File: config.mk
export PLATFORM = sky130hd
export DESIGN_NAME = irq_pending_latch
export DESIGN_NICKNAME = d
export VERILOG_FILES = /design/src/rtl/irq_pending_latch_pkg.sv /design/src/rtl/priority_encoder8to3.sv /design/src/rtl/irq_pending_latch.sv
export SDC_FILE = /design/constraint.sdc
export NUM_CORES = 1
export LEC_CHECK = 0
export ABC_AREA = 1
export BUFFER_PORTS_ARGS = -buffer_cell sky130_fd_sc_hd__buf_2
export CAP_MARGIN = 10
export CORE_ASPECT_RATIO = 0.9
export CORE_MARGIN = 8
export CORE_UTILIZATION = 56
export DETAILED_ROUTE_END_ITERATION = 7
export PLACE_DENSITY = 0.89
export SLEW_MARGIN = 20
export SYNTH_ARGS = -nofsm -noshare
export SYNTH_HDL_FRONTEND = slang
export SYNTH_HIERARCHICAL = 1
export SYNTH_SLANG_ARGS = --single-unit
export TNS_END_PERCENT = 5
File: constraint.sdc
create_clock -name clk -period 2.2 [get_ports clk]
set_clock_uncertainty 0.1 [all_clocks]
set_input_delay 0.11 -clock clk [delete_from_list [all_inputs] [get_ports clk]]
set_output_delay 0.11 -clock clk [all_outputs]
set_load 0.05 [all_outputs]
File: src/rtl/irq_pending_latch_pkg.sv
// irq_pkg: shared widths and FSM state type for the interrupt pending latch
package irq_pkg;
  localparam int N_LINES = 8;
  localparam int CODE_W  = 3;
  typedef enum logic {IDLE, PRESENT} state_t;
endpackage

File: src/rtl/priority_encoder8to3.sv
// priority_encoder8to3: combinational 8-to-3 encoder, highest set bit wins
// y: request vector, a: index of highest set bit (0 when none), valid: any bit set
module priority_encoder8to3
  import irq_pkg::*;
(
  input  logic [N_LINES-1:0] y,
  output logic [CODE_W-1:0]  a,
  output logic               valid
);
  always_comb begin
    a = '0;
    for (int i = 0; i < N_LINES; i++) if (y[i]) a = CODE_W'(i);
  end
  assign valid = |y;
endmodule

File: src/rtl/irq_pending_latch.sv
// irq_pending_latch: synchronise requests, latch rising edges as pending, present highest-priority unmasked line with valid/ack
// clk/rst_n: clock and async active-low reset
// req: request lines (bit 7 highest), mask: 1 = selectable, ack: consumer accepts code
// clr_ovr: clears overrun, pend: pending vector, code/code_valid: presented index, overrun: sticky repeat-edge flags
module irq_pending_latch
  import irq_pkg::*;
#(
  parameter int SYNC_STAGES = 2
) (
  input  logic               clk,
  input  logic               rst_n,
  input  logic [N_LINES-1:0] req,
  input  logic [N_LINES-1:0] mask,
  input  logic               ack,
  input  logic               clr_ovr,
  output logic [N_LINES-1:0] pend,
  output logic [CODE_W-1:0]  code,
  output logic               code_valid,
  output logic [N_LINES-1:0] overrun
);
  logic [N_LINES-1:0] w_req_s;
  logic [N_LINES-1:0] r_req_q;
  logic [SYNC_STAGES:0] r_arm;
  logic               w_armed;
  logic [N_LINES-1:0] w_rise;
  logic [N_LINES-1:0] w_clr;
  logic [N_LINES-1:0] w_ovr_set;
  logic [CODE_W-1:0]  w_a;
  logic               w_valid;
  state_t             r_state;

  if (SYNC_STAGES == 0) begin : g_nosync
    assign w_req_s = req;
  end else begin : g_sync
    for (genvar s = 0; s < SYNC_STAGES; s++) begin : g_st
      logic [N_LINES-1:0] w_d;
      logic [N_LINES-1:0] r_q;
      if (s == 0) begin : g_first
        assign w_d = req;
      end else begin : g_next
        assign w_d = g_st[s-1].r_q;
      end
      always_ff @(posedge clk or negedge rst_n)
        if (!rst_n) r_q <= '0;
        else        r_q <= w_d;
    end
    assign w_req_s = g_st[SYNC_STAGES-1].r_q;
  end

  // Edges are suppressed until the synchroniser and req_q hold only post-reset samples,
  // so lines held high through reset never look like fresh rising edges.
  assign w_armed   = r_arm[SYNC_STAGES];
  assign w_rise    = w_req_s & ~r_req_q & {N_LINES{w_armed}};
  assign w_clr     = (code_valid & ack) ? (N_LINES'(1) << code) : '0;
  assign w_ovr_set = w_rise & pend & ~w_clr;

  always_ff @(posedge clk or negedge rst_n)
    if (!rst_n) begin
      r_req_q <= '0;
      r_arm   <= '0;
      pend    <= '0;
      overrun <= '0;
    end else begin
      r_req_q <= w_req_s;
      r_arm   <= (r_arm << 1) | (SYNC_STAGES+1)'(1);
      pend    <= (pend & ~w_clr) | w_rise;
      overrun <= (overrun & ~{N_LINES{clr_ovr}}) | w_ovr_set;
    end

  priority_encoder8to3 u_enc (
    .y     (pend & mask),
    .a     (w_a),
    .valid (w_valid)
  );

  always_ff @(posedge clk or negedge rst_n)
    if (!rst_n) begin
      r_state    <= IDLE;
      code       <= '0;
      code_valid <= 1'b0;
    end else if (r_state == IDLE) begin
      if (w_valid) begin
        code       <= w_a;
        code_valid <= 1'b1;
        r_state    <= PRESENT;
      end
    end else if (ack) begin
      code_valid <= 1'b0;
      r_state    <= IDLE;
    end
endmodule

# == Yosys cells after proc, flatten, opt, wreduce, memory -nomap -nowiden ==
# Cells that the tools add are included.
# word_totals
mem_bits_rw,0
elab_cells,43
regBits,48
latch_bits,0
rom_bits,0
mem_count,0
# classes
eq_ne,1
mul,0
bitwise,14
muxes,14
add_sub_neg,0
div,0
n_lt_le_gt_ge,0
n_shift,1
n_reduce_logical,4
# op_table
operator,count
$and A8 B8 Y8,7
$not A8 Y8,3
$or A8 B8 Y8,2
$mux W3,4
$mux W8,1
$reduce_or A8 Y1,1
$shl A1 B3 Y8 const A,1
$mux W1,7
$mux W2,2
$reduce_and A2 Y1,2
$ne A2 B2 Y1 const B,1
$reduce_bool A2 Y1,1
$and A1 B1 Y1,1
$not A1 Y1,1

# == Logic depth before layout (Yosys ltp) ==
# Gate-level depths: netlist (run 1).
# depth
ltp_word,8
depth_mapped,11

# == By module ==
# Netlist (run 1), hierarchy kept.
# by_module_without_submodules
mod,seq_area_each_um2,area_per_inst_um2,instances,cells_each
irq_pending_latch,1201.2,1684.1,1,169
priority_encoder8to3,0.0,77.6,1,20

# == Worst setup path after synthesis (run 1) ==
# Ideal clock, no wire load.
# synth_timing
kind,register to register
startpoint,register pend[2]
endpoint,register r_state
stages_incl_launch_ff,9
slack_ps,660
setup_ps,133
required_ps,1967
t_arrival_ps,1307
period_less_slack_ps,1540
path_cell_list,dfrtp_1 > nand2_1 > inv_1 > inv_1 > nand2_1 > nor3_1 > nand3_1 > nand2_1 > o21ai_0
# synth_via
elab_chain_cells,4
# synth_lines
item,line,source
from (decl),irq_pending_latch.sv:16,"output logic [N_LINES-1:0] pend,"
from (signal assigned),irq_pending_latch.sv:66,pend <= (pend & ~w_clr) | w_rise;
$and A8 B8 Y8,irq_pending_latch.sv:71,".y (pend & mask),"
$reduce_or A8 Y1,priority_encoder8to3.sv:14,assign valid = |y;
net w_valid,irq_pending_latch.sv:29,logic w_valid;
$mux W1,irq_pending_latch.sv:82,if (w_valid) begin
$mux W1,irq_pending_latch.sv:81,end else if (r_state == IDLE) begin
to (signal assigned),irq_pending_latch.sv:78,r_state <= IDLE;
to (signal assigned),irq_pending_latch.sv:85,r_state <= PRESENT;
to (signal assigned),irq_pending_latch.sv:89,r_state <= IDLE;
to (decl),irq_pending_latch.sv:30,state_t r_state;
# The timed path passes the listed nets, and every way through them passes these cells.
# A chain may end at the register's enable or synchronous reset.

# == Worst setup path after layout (run 1) ==
# layout_timing
startpoint,register pend[3]
endpoint,register code[0]
# layout_rtl
item,line,source
$and A8 B8 Y8,irq_pending_latch.sv:71,
$reduce_or A8 Y1,priority_encoder8to3.sv:14,
net w_valid,irq_pending_latch.sv:29,
$reduce_and A2 Y1 (no line),-,
to (signal assigned),irq_pending_latch.sv:83,code <= w_a;
to (decl),irq_pending_latch.sv:17,"output logic [CODE_W-1:0] code,"
# The timed path passes the listed nets, and every way through them passes these cells.

==> impl_metrics.env, run 1 <==
export IMPL_place_hpwl_um=2470
export IMPL_clkLatencyLatePin_ns=0.37
export IMPL_num_io_pins=40
export IMPL_ys_types=12
export IMPL_syn_nets=209
export IMPL_yosysSeqAreaShare_pct=68.2
export IMPL_gp_congestion=0.918
export IMPL_drt_first_pass_iters=4
export IMPL_worst_setup_path_end_kind="register"
export IMPL_grt_pass1_wl_um=5710
export IMPL_clkSinkCount=48
export IMPL_core_area_um2=3020
export IMPL_h_tree_depth=2
export IMPL_final_common_cell="nand2_1"
export IMPL_synth_warnings=6
export IMPL_antenna_cells=0
export IMPL_route_detailed_drc=0
export IMPL_r2r_end="code[0]"
export IMPL_grt_pass1_vias=1336
export IMPL_cts_resized_gates=0
export IMPL_power_density_nw_per_um2=1160
export IMPL_numPortBuffers=39
export IMPL_tightest_slew_ns=0.563
export IMPL_crit_path_frequent_cell="nand2_1"
export IMPL_max_clock_path_buffers=2
export IMPL_slew_headroom_pct=62.5
export IMPL_critPathLaunch="pend[3]"
export IMPL_p_leak_nw=1.27
export IMPL_vias=1330
export IMPL_grt_ovfl_total=0
export IMPL_path_delay_family="simple AND/OR/NAND/NOR gates"
export IMPL_setup_violations=0
export IMPL_hold_violations=0
export IMPL_crit_end="code[0]"
export IMPL_synth_cells=189
export IMPL_reg2regPathDepth=9
export IMPL_finalNetCount=264
export IMPL_post_cts_buffers=0
export IMPL_status="completed"
export IMPL_fin_crit_sh_pct=69.2
export IMPL_grt_max_degree=49
export IMPL_critical_path_max_stage_delay_ns=0.43
export IMPL_final_cell_mix="68 x nand2_1, 48 x dfrtp_1, 38 x buf_2"
export IMPL_cts_made_buffers=5
export IMPL_wirelength_um=3490
export IMPL_dr_wl_met3_um=308
export IMPL_hold_slack_ns=0.0120
export IMPL_period_minus_slack_ns=1.52
export IMPL_avgSynthCellArea_um2=9.32
export IMPL_startpoint_type="register"
export IMPL_fmax_mhz=657
export IMPL_dieArea_um2=5200
export IMPL_worst_path_buf_inv=2
export IMPL_clk_pin_slew_ns=0.14
export IMPL_arrival_ns=1.70
export IMPL_num_fill_cells=234
export IMPL_syn_area_um2=1760
export IMPL_cts_tree="done"
export IMPL_m1WireLength_um=1450
export IMPL_die_w_um=75.1
export IMPL_met2_length_um=1650
export IMPL_rr_startpoint="pend[3]"
export IMPL_peakVddDrop_v=0.000597
export IMPL_rows=19
export IMPL_cp_slowest_cell="dfrtp_1"
export IMPL_cap_violations=0
export IMPL_regToRegSetupSlack_ns=0.68
export IMPL_wl_per_cell_um=12.2
export IMPL_grt_use_total_pct=14.4
export IMPL_cp_cell_sequence="nand2_1 > inv_1 > inv_1 > nand2_1 > nor3_1 > nand3_1 > nand2_1 > nor2_1 > a21oi_1"
export IMPL_start_util_pct=58.4
export IMPL_cp_max_fo=7
export IMPL_antenna_left=0
export IMPL_hold_path_class="input pin to register"
export IMPL_drt_initial_drc_count=127
export IMPL_tns_ns=0
export IMPL_worstPathRequired_ns=2.38
export IMPL_viasPerCell=4.63
export IMPL_slew_viol_final=0
export IMPL_antenna_found_initial=0
export IMPL_cp_depth=9
export IMPL_root_buffer="clkbuf_4"
export IMPL_synth_seq_cells=48
export IMPL_critPathKind="register to register"
export IMPL_drive_gt1_share_pct=20.4
export IMPL_die_y_um=69.2
export IMPL_top_layer="met4"
export IMPL_areaGrowthSynthToFinish_pct=23.2
export IMPL_rsz0062_at_grt="no"
## power by group
group | internal [W] | switching [W]
clock network | 0.000155 | 0.000276
registers | 0.00103 | 0.000122
logic | 0.000218 | 0.000708
## layout make-up
cell class | instances | area, um^2 | area share, %
Timing Repair Buffer | 49 | 298 | 13.7
Clock inverter | 2 | 15.0 | 0.692
Tap cell | 42 | 52.6 | 2.42
Clock buffer | 6 | 51.3 | 2.36
Sequential cell | 48 | 1200 | 55.3
Inverter | 36 | 135 | 6.22
Multi-Input combinational cell | 104 | 418 | 19.3
## registers in the layout (all words and copies together), names as in the netlist
register and flops:
overrun 8, code 3, r_req_q 8, r_arm 3
r_state 1, code_valid 1, g_sync.g_st.r_q 16, pend 8
## cells in the mapped netlist
master,instances,share of area (%)
inv_1,36,7.7
dfrtp_1,48,68
nor3_1,1,0.28
nand3_1,9,2.6
conb_1,1,0.21
nor2_1,16,3.4
nand2_2,1,0.36
nand2_1,68,14
nor2_2,2,0.71
a21oi_1,5,1.4
buf_4,1,0.43
o21ai_0,1,0.28
## repair_timing
action	4_1_cts	5_1_grt
hold buffers	10	0
setup endpoints to repair	0	0
hold endpoints to repair	58	0
## worst register-to-register path, delay by kind of cell (launching register included)
kind / cells / cell delay [ns]
AND/OR/NAND/NOR: 6 / 0.68
flip-flops: 1 / 0.43
buffers and inverters: 2 / 0.12
AO/OA/AOI/OAI: 1 / 0.13
## kinds of logic (layout without fill, tap and decap cells)
| family | count (synthesis) | in the layout | synth area share (%) |
|---|---|---|---|
| AO/OA/AOI/OAI | 6 | 6 | 1.70 |
| flip-flops | 48 | 48 | 68.2 |
| other | 1 | 1 | 0.213 |
| AND/OR/NAND/NOR | 97 | 97 | 21.8 |
| buffers and inverters | 37 | 93 | 8.10 |
## through the flow
step / area (um^2) / total power [W] / std cells / setup WS [ns] / util [%]
floorplan: 1760 / 0.00183 / 189 / 0.660 / -
global placement: 2000 / 0.00205 / 269 / 0.868 / 66.3
detailed placement: 2000 / 0.00207 / 269 / 0.781 / 66.3
CTS: 2170 / 0.00252 / 287 / 0.719 / 71.8
global route: 2170 / 0.00265 / 287 / 0.550 / 71.9
finish: 2170 / 0.00251 / 287 / 0.678 / 71.9
## how the worst min path moves through the flow
| stage | endpoint | slack, ns | from | depth (start not counted) |
|---|---|---|---|---|
| after floorplan | code[0] | -0.29 | rst_n | 0 |
| after global placement | g_sync.g_st[0].r_q[7] | 0.12 | req[7] | 1 |
| after detailed placement | g_sync.g_st[0].r_q[6] | 0.12 | req[6] | 1 |
| after CTS | overrun[5] | 0.003 | clr_ovr | 4 |
| after global routing | overrun[5] | 0.02 | clr_ovr | 4 |
| final | overrun[5] | 0.01 | clr_ovr | 4 |
## per-layer routing
| metal | vias to the layer above | global-route usage [%] |
|---|---|---|
| met5 | - | 0 |
| met3 | 11 | 5.35 |
| met4 | 0 | 7.17 |
| met1 | 611 | 17.0 |
| met2 | 50 | 22.1 |
| li1 | 658 | - |
(Power assumes the default switching activity.)
==> run 2: changes to the inputs <==
--- a/config.mk
+++ b/config.mk
@@ -10,9 +10,9 @@
 export CAP_MARGIN = 10
 export CORE_ASPECT_RATIO = 0.9
 export CORE_MARGIN = 8
-export CORE_UTILIZATION = 56
+export CORE_UTILIZATION = 52
 export DETAILED_ROUTE_END_ITERATION = 7
-export PLACE_DENSITY = 0.89
+export PLACE_DENSITY = 0.84
 export SLEW_MARGIN = 20
 export SYNTH_ARGS = -nofsm -noshare
 export SYNTH_HDL_FRONTEND = slang
==> constraint.sdc (replaced) <==
create_clock -name clk -period 1.55 [get_ports clk]
set_clock_uncertainty 0.1 [all_clocks]
set_input_delay 0.0775 -clock clk [delete_from_list [all_inputs] [get_ports clk]]
set_output_delay 0.0775 -clock clk [all_outputs]
set_load 0.05 [all_outputs]
==> run 2 against run 1 <==
  * Utilization shrank 3.0 points
  * Worst setup slack lost 0.62 ns
  * Die area grew 6.0%
  * First-iteration DRC count shrank 31%
  * Critical endpoint unchanged
==> impl_metrics.env, run 2 (same netlist as run 1, synthesis figures left out) <==
export IMPL_slew_viol_final=0
export IMPL_tns_ns=0
export IMPL_pre_cts_ws_ns=-0.000714
export IMPL_final_cell_mix="67 x nand2_1, 48 x dfrtp_1, 39 x buf_2"
export IMPL_grt_max_degree=32
export IMPL_power_density_nw_per_um2=1770
export IMPL_core_area_um2=3300
export IMPL_antenna_cells=0
export IMPL_grt_ovfl_total=0
export IMPL_clkLatencyLatePin_ns=0.30
export IMPL_p_leak_nw=1.32
export IMPL_largest_reg_flops=16
export IMPL_root_buffer="clkbuf_8"
export IMPL_route_detailed_drc=0
export IMPL_cp_max_fo=7
export IMPL_dpl_cell_area_um2=2020
export IMPL_reg2regPathDepth=9
export IMPL_hold_slack_ns=0.0592
export IMPL_cts_made_buffers=5
export IMPL_setup_violations=0
export IMPL_regMostFlops="g_sync.g_st.r_q"
export IMPL_antenna_left=0
export IMPL_critPathKind="register to register"
export IMPL_start_util_pct=53.3
export IMPL_regToRegSetupSlack_ns=0.06
export IMPL_die_w_um=77.4
export IMPL_switching_share_pct=39.5
export IMPL_hold_path_class="input pin to register"
export IMPL_antenna_found_initial=0
export IMPL_hold_violations=0
export IMPL_wl_per_cell_um=12.4
export IMPL_dieArea_um2=5510
export IMPL_cap_violations=0
export IMPL_max_clock_path_buffers=2
export IMPL_drt_initial_drc_count=88
export IMPL_peakVddDrop_v=0.000912
export IMPL_fmax_mhz=672
export IMPL_final_common_cell="nand2_1"
export IMPL_areaGrowthSynthToFinish_pct=29.2
export IMPL_period_minus_slack_ns=1.49
export IMPL_worst_setup_path_end_kind="register"
export IMPL_min_path_cells=4
export IMPL_wirelength_um=3620
export IMPL_worstPathRequired_ns=1.67
export IMPL_grt_pass1_vias=1344
export IMPL_arrival_ns=1.61
export IMPL_place_hpwl_um=2590
export IMPL_numPortBuffers=39
export IMPL_status="completed"
export IMPL_fin_ws_ns=0.0619
export IMPL_cp_cell_sequence="nand2_1 > inv_1 > inv_1 > nand2_1 > nor3_2 > nand3_1 > nand2_2 > nor2_1 > a21oi_1"
export IMPL_h_tree_depth=2
export IMPL_vias=1367
export IMPL_cts_tree="done"
export IMPL_clk_pin_slew_ns=0.08
export IMPL_critical_path_max_stage_delay_ns=0.39
export IMPL_drt_first_pass_iters=4
export IMPL_pwr_share_seq_pct=40.2
export IMPL_p_switching_w=0.00159
export IMPL_drive_gt1_share_pct=21.9
export IMPL_fin_crit_sh_pct=96.0
export IMPL_die_y_um=71.2
export IMPL_finalNetCount=267
export IMPL_clkSinkCount=48
export IMPL_cp_slowest_cell="dfrtp_1"
export IMPL_viasPerCell=4.70
export IMPL_startpoint_type="register"
export IMPL_clkPwrFrac_pct=25.4
export IMPL_grt_use_total_pct=13.6
export IMPL_rsz0062_at_grt="no"
export IMPL_p_int_w=0.00244
export IMPL_final_area_um2=2280
export IMPL_num_io_pins=40
export IMPL_num_fill_cells=261
export IMPL_rows=20
export IMPL_combPwrFrac_pct=34.5
export IMPL_gp_congestion=0.885
export IMPL_utilization_pct=68.9
export IMPL_grt_pass1_wl_um=5850
run 2: stage by stage:
step / instances / power (W)
finish: 291 / 0.00403
global route: 291 / 0.00424
CTS: 289 / 0.00402
detailed placement: 272 / 0.00296
global placement: 272 / 0.00291
floorplan: 189 / 0.00260
run 2: final cells by class:
type	count	area, um^2	area share, %
inverter	36	135	5.94
clock inverter	2	60.1	2.64
clock buffer	5	68.8	3.02
multi-input combinational	104	425	18.7
timing repair buffer	52	330	14.5
tap	44	55.1	2.42
sequential	48	1200	52.8
run 2: worst paths after layout:
| check | from | end |
|---|---|---|
| setup / recovery | pend[2] | code[0] |
| hold / removal | clr_ovr | overrun[3] |
| setup reg to reg | pend[2] | code[0] |
| hold reg to reg | r_arm[1] | r_arm[2] |
| max in group asynchronous | rst_n | r_req_q[5] |
| min in group asynchronous | rst_n | pend[2] |
run 2: per-layer routing:
metal / GRT usage (%) / routed length [um] / vias to the layer above
met1: 13.5 / 1410 / 639
met3: 7.63 / 315 / 12
li1: - / - / 661
met4: 6.07 / 90 / 0
met5: 0 / 0 / -
met2: 22.8 / 1800 / 55
run 2: critical path, delay by kind of cell, from the launching register on:
family / cells / cell delay [ns]
DFF: 1 / 0.39
and+or+nand+nor: 6 / 0.68
buffers and inverters: 2 / 0.11
AOI/OAI and AO/OA: 1 / 0.14
run 2: power groups by stage:
stage	Combinational, W	Sequential (W)	Clock, W
5_1_grt	0.00150	0.00164	0.00109
6_report	0.00139	0.00162	0.00102
3_3_place_gp	0.00128	0.00164	0
4_1_cts	0.00134	0.00163	0.00104
2_1_floorplan	0.000407	0.00219	0
3_5_place_dp	0.00131	0.00165	0
run 2: repair_timing:
action                                  CTS  global route
gates resized for setup                   1             1
pin swaps                                 0             2
cloned                                    0             0
hold buffers                             10             0
endpoints found under the setup margin    1             5
setup buffers                             0             2
endpoints found under the hold margin    58             0
==> run 3: changes to the inputs <==
--- a/config.mk
+++ b/config.mk
@@ -8,11 +8,13 @@
 export ABC_AREA = 1
 export BUFFER_PORTS_ARGS = -buffer_cell sky130_fd_sc_hd__buf_2
 export CAP_MARGIN = 10
+export CELL_PAD_IN_SITES_DETAIL_PLACEMENT = 2
+export CELL_PAD_IN_SITES_GLOBAL_PLACEMENT = 2
 export CORE_ASPECT_RATIO = 0.9
 export CORE_MARGIN = 8
-export CORE_UTILIZATION = 52
+export CORE_UTILIZATION = 31
 export DETAILED_ROUTE_END_ITERATION = 7
-export PLACE_DENSITY = 0.84
+export PLACE_DENSITY = 0.83
 export SLEW_MARGIN = 20
 export SYNTH_ARGS = -nofsm -noshare
 export SYNTH_HDL_FRONTEND = slang
==> run 3 against run 2 <==
  * Non-clock buffer count is 3 higher
  * Global-route usage shrank 1.3 points
  * Register-to-register slack better by 0.08 ns
  * Sequential share of layout area is 0.52 points lower
  * Power fell by 3.4%
  * Sequential cell count is the same
  * Utilization fell by 28 points
  * Clock power fell by 22%
  * Worst hold slack gained 0.042 ns
  * Final cell count grew 10%
  * Final area is 0.99% higher
  * Critical path type unchanged
  * Critical endpoint unchanged
  * Largest cell class unchanged
==> impl_metrics.env, run 3 (same netlist as run 1, synthesis figures left out) <==
export IMPL_status="completed"
export IMPL_critPathKind="register to register"
export IMPL_start_util_pct=31.5
export IMPL_power_density_nw_per_um2=1690
export IMPL_cp_max_fo=4
export IMPL_final_area_um2=2300
export IMPL_clkSinkCount=48
export IMPL_hold_path_startpoint="clr_ovr"
export IMPL_final_cell_mix="67 x nand2_1, 48 x dfrtp_1, 39 x buf_2"
export IMPL_gp_congestion=0.814
export IMPL_num_io_pins=40
export IMPL_slew_viol_final=0
export IMPL_grt_ovfl_total=0
export IMPL_dieArea_um2=8350
export IMPL_drt_first_pass_iters=3
export IMPL_numPortBuffers=39
export IMPL_drt_initial_drc_count=28
export IMPL_grt_pass1_vias=1577
export IMPL_rr_startpoint="pend[1]"
export IMPL_vias=1393
export IMPL_rsz0062_at_grt="no"
export IMPL_cap_violations=0
export IMPL_antenna_cells=0
export IMPL_h_tree_depth=2
export IMPL_place_hpwl_um=3480
export IMPL_antenna_found_initial=0
export IMPL_hold_path_class="input pin to register"
export IMPL_min_path_cells=4
export IMPL_regMostFlops="g_sync.g_st.r_q"
export IMPL_final_common_cell="nand2_1"
export IMPL_cts_made_buffers=5
export IMPL_tns_ns=0
export IMPL_die_y_um=87.5
export IMPL_cp_slowest_cell="dfrtp_1"
export IMPL_regToRegSetupSlack_ns=0.14
export IMPL_finalNetCount=270
export IMPL_die_w_um=95.5
export IMPL_root_buffer="clkbuf_8"
export IMPL_cp_cell_sequence="nand2_1 > inv_1 > nand2_1 > nand2_1 > nand2_1 > nand2_1 > nand2_1 > nand2_1 > nor2_1 > a21oi_1"
export IMPL_crit_path_frequent_cell="nand2_1"
export IMPL_fin_crit_sh_pct=91.0
export IMPL_setup_violations=0
export IMPL_fmax_mhz=709
export IMPL_arrival_ns=1.50
export IMPL_antenna_left=0
export IMPL_grt_use_total_pct=12.3
export IMPL_largest_reg_flops=16
export IMPL_wirelength_um=4740
export IMPL_wl_per_cell_um=14.8
export IMPL_dpl_cell_area_um2=2080
export IMPL_areaGrowthSynthToFinish_pct=30.5
export IMPL_grt_pass1_wl_um=7830
export IMPL_drive_gt1_share_pct=22.8
export IMPL_period_minus_slack_ns=1.41
export IMPL_peakVddDrop_v=0.000576
export IMPL_fin_total_pwr_w=0.00390
export IMPL_r2r_end="code[0]"
export IMPL_max_clock_path_buffers=2
export IMPL_grt_max_degree=33
export IMPL_reg2regPathDepth=10
export IMPL_hold_violations=0
export IMPL_core_area_um2=5600
export IMPL_cts_tree="done"
export IMPL_worstPathRequired_ns=1.64
export IMPL_clk_pin_slew_ns=0.09
export IMPL_clkLatencyLatePin_ns=0.30
export IMPL_critical_path_max_stage_delay_ns=0.43
export IMPL_worst_setup_path_end_kind="register"
export IMPL_whs_endpoint="overrun[3]"
export IMPL_p_leak_nw=1.32
export IMPL_route_detailed_drc=0
export IMPL_rows=26
export IMPL_viasPerCell=4.35
export IMPL_startpoint_type="register"
[run 3: final cells by class]
class,instances,area [um^2]
well taps,70,87.6
flip-flops and latches,48,1200
fillers,655,3300
clock buffers,7,96.3
inverters,36,135
repair buffers,55,353
multi-input cells,104,425
[run 3: through the flow]
stage	hold WS [ns]	util [%]	instances	setup WS [ns]
floorplan	-0.318	-	189	0.00954
global placement	-0.0725	37.2	301	0.177
detailed placement	-0.0669	37.2	301	0.0773
CTS	0.116	40.7	318	0.0202
global route	0.121	41.1	320	0.0149
finish	0.101	41.1	320	0.140
[run 3: metal layers]
| layer | share of wire, % | track usage [%] | routed length [um] | up-vias |
|---|---|---|---|---|
| met3 | 5.9 | 4.14 | 278 | 5 |
| met5 | 0 | 0 | 0 | - |
| met2 | 53 | 21.9 | 2490 | 23 |
| li1 | - | - | - | 669 |
| met4 | 1.0 | 3.77 | 48 | 0 |
| met1 | 40 | 13.5 | 1920 | 696 |
[run 3: power by group]
| part | leakage (nW) | switching (W) | internal, W | total (W) |
|---|---|---|---|---|
| clock | 0.0503 | 0.000399 | 0.000398 | 0.000797 |
| combinational | 0.718 | 0.00109 | 0.000380 | 0.00147 |
| sequential | 0.551 | 0.000169 | 0.00146 | 0.00163 |
[run 3: worst max path at each step]
stage | to | startpoint
CTS | code[2] | pend[2]
finish | code[0] | pend[1]
global route | code[2] | pend[2]
detailed placement | code[1] | pend[2]
floorplan | r_state | pend[2]
global placement | r_state | pend[3]
[run 3: repair_timing]
action,CTS,global route
endpoints found under the hold margin,58,0
setup buffers,0,2
endpoints found under the setup margin,0,4
resized for setup,0,2
hold buffers,10,0
[run 3: worst max-delay path: cells and delay by family, from the launching register on]
kind                   cells  cell delay, ns
flip-flops                 1            0.43
AO/OA/AOI/OAI              1            0.05
AND/OR/NAND/NOR            8            0.66
buffers and inverters      1            0.06
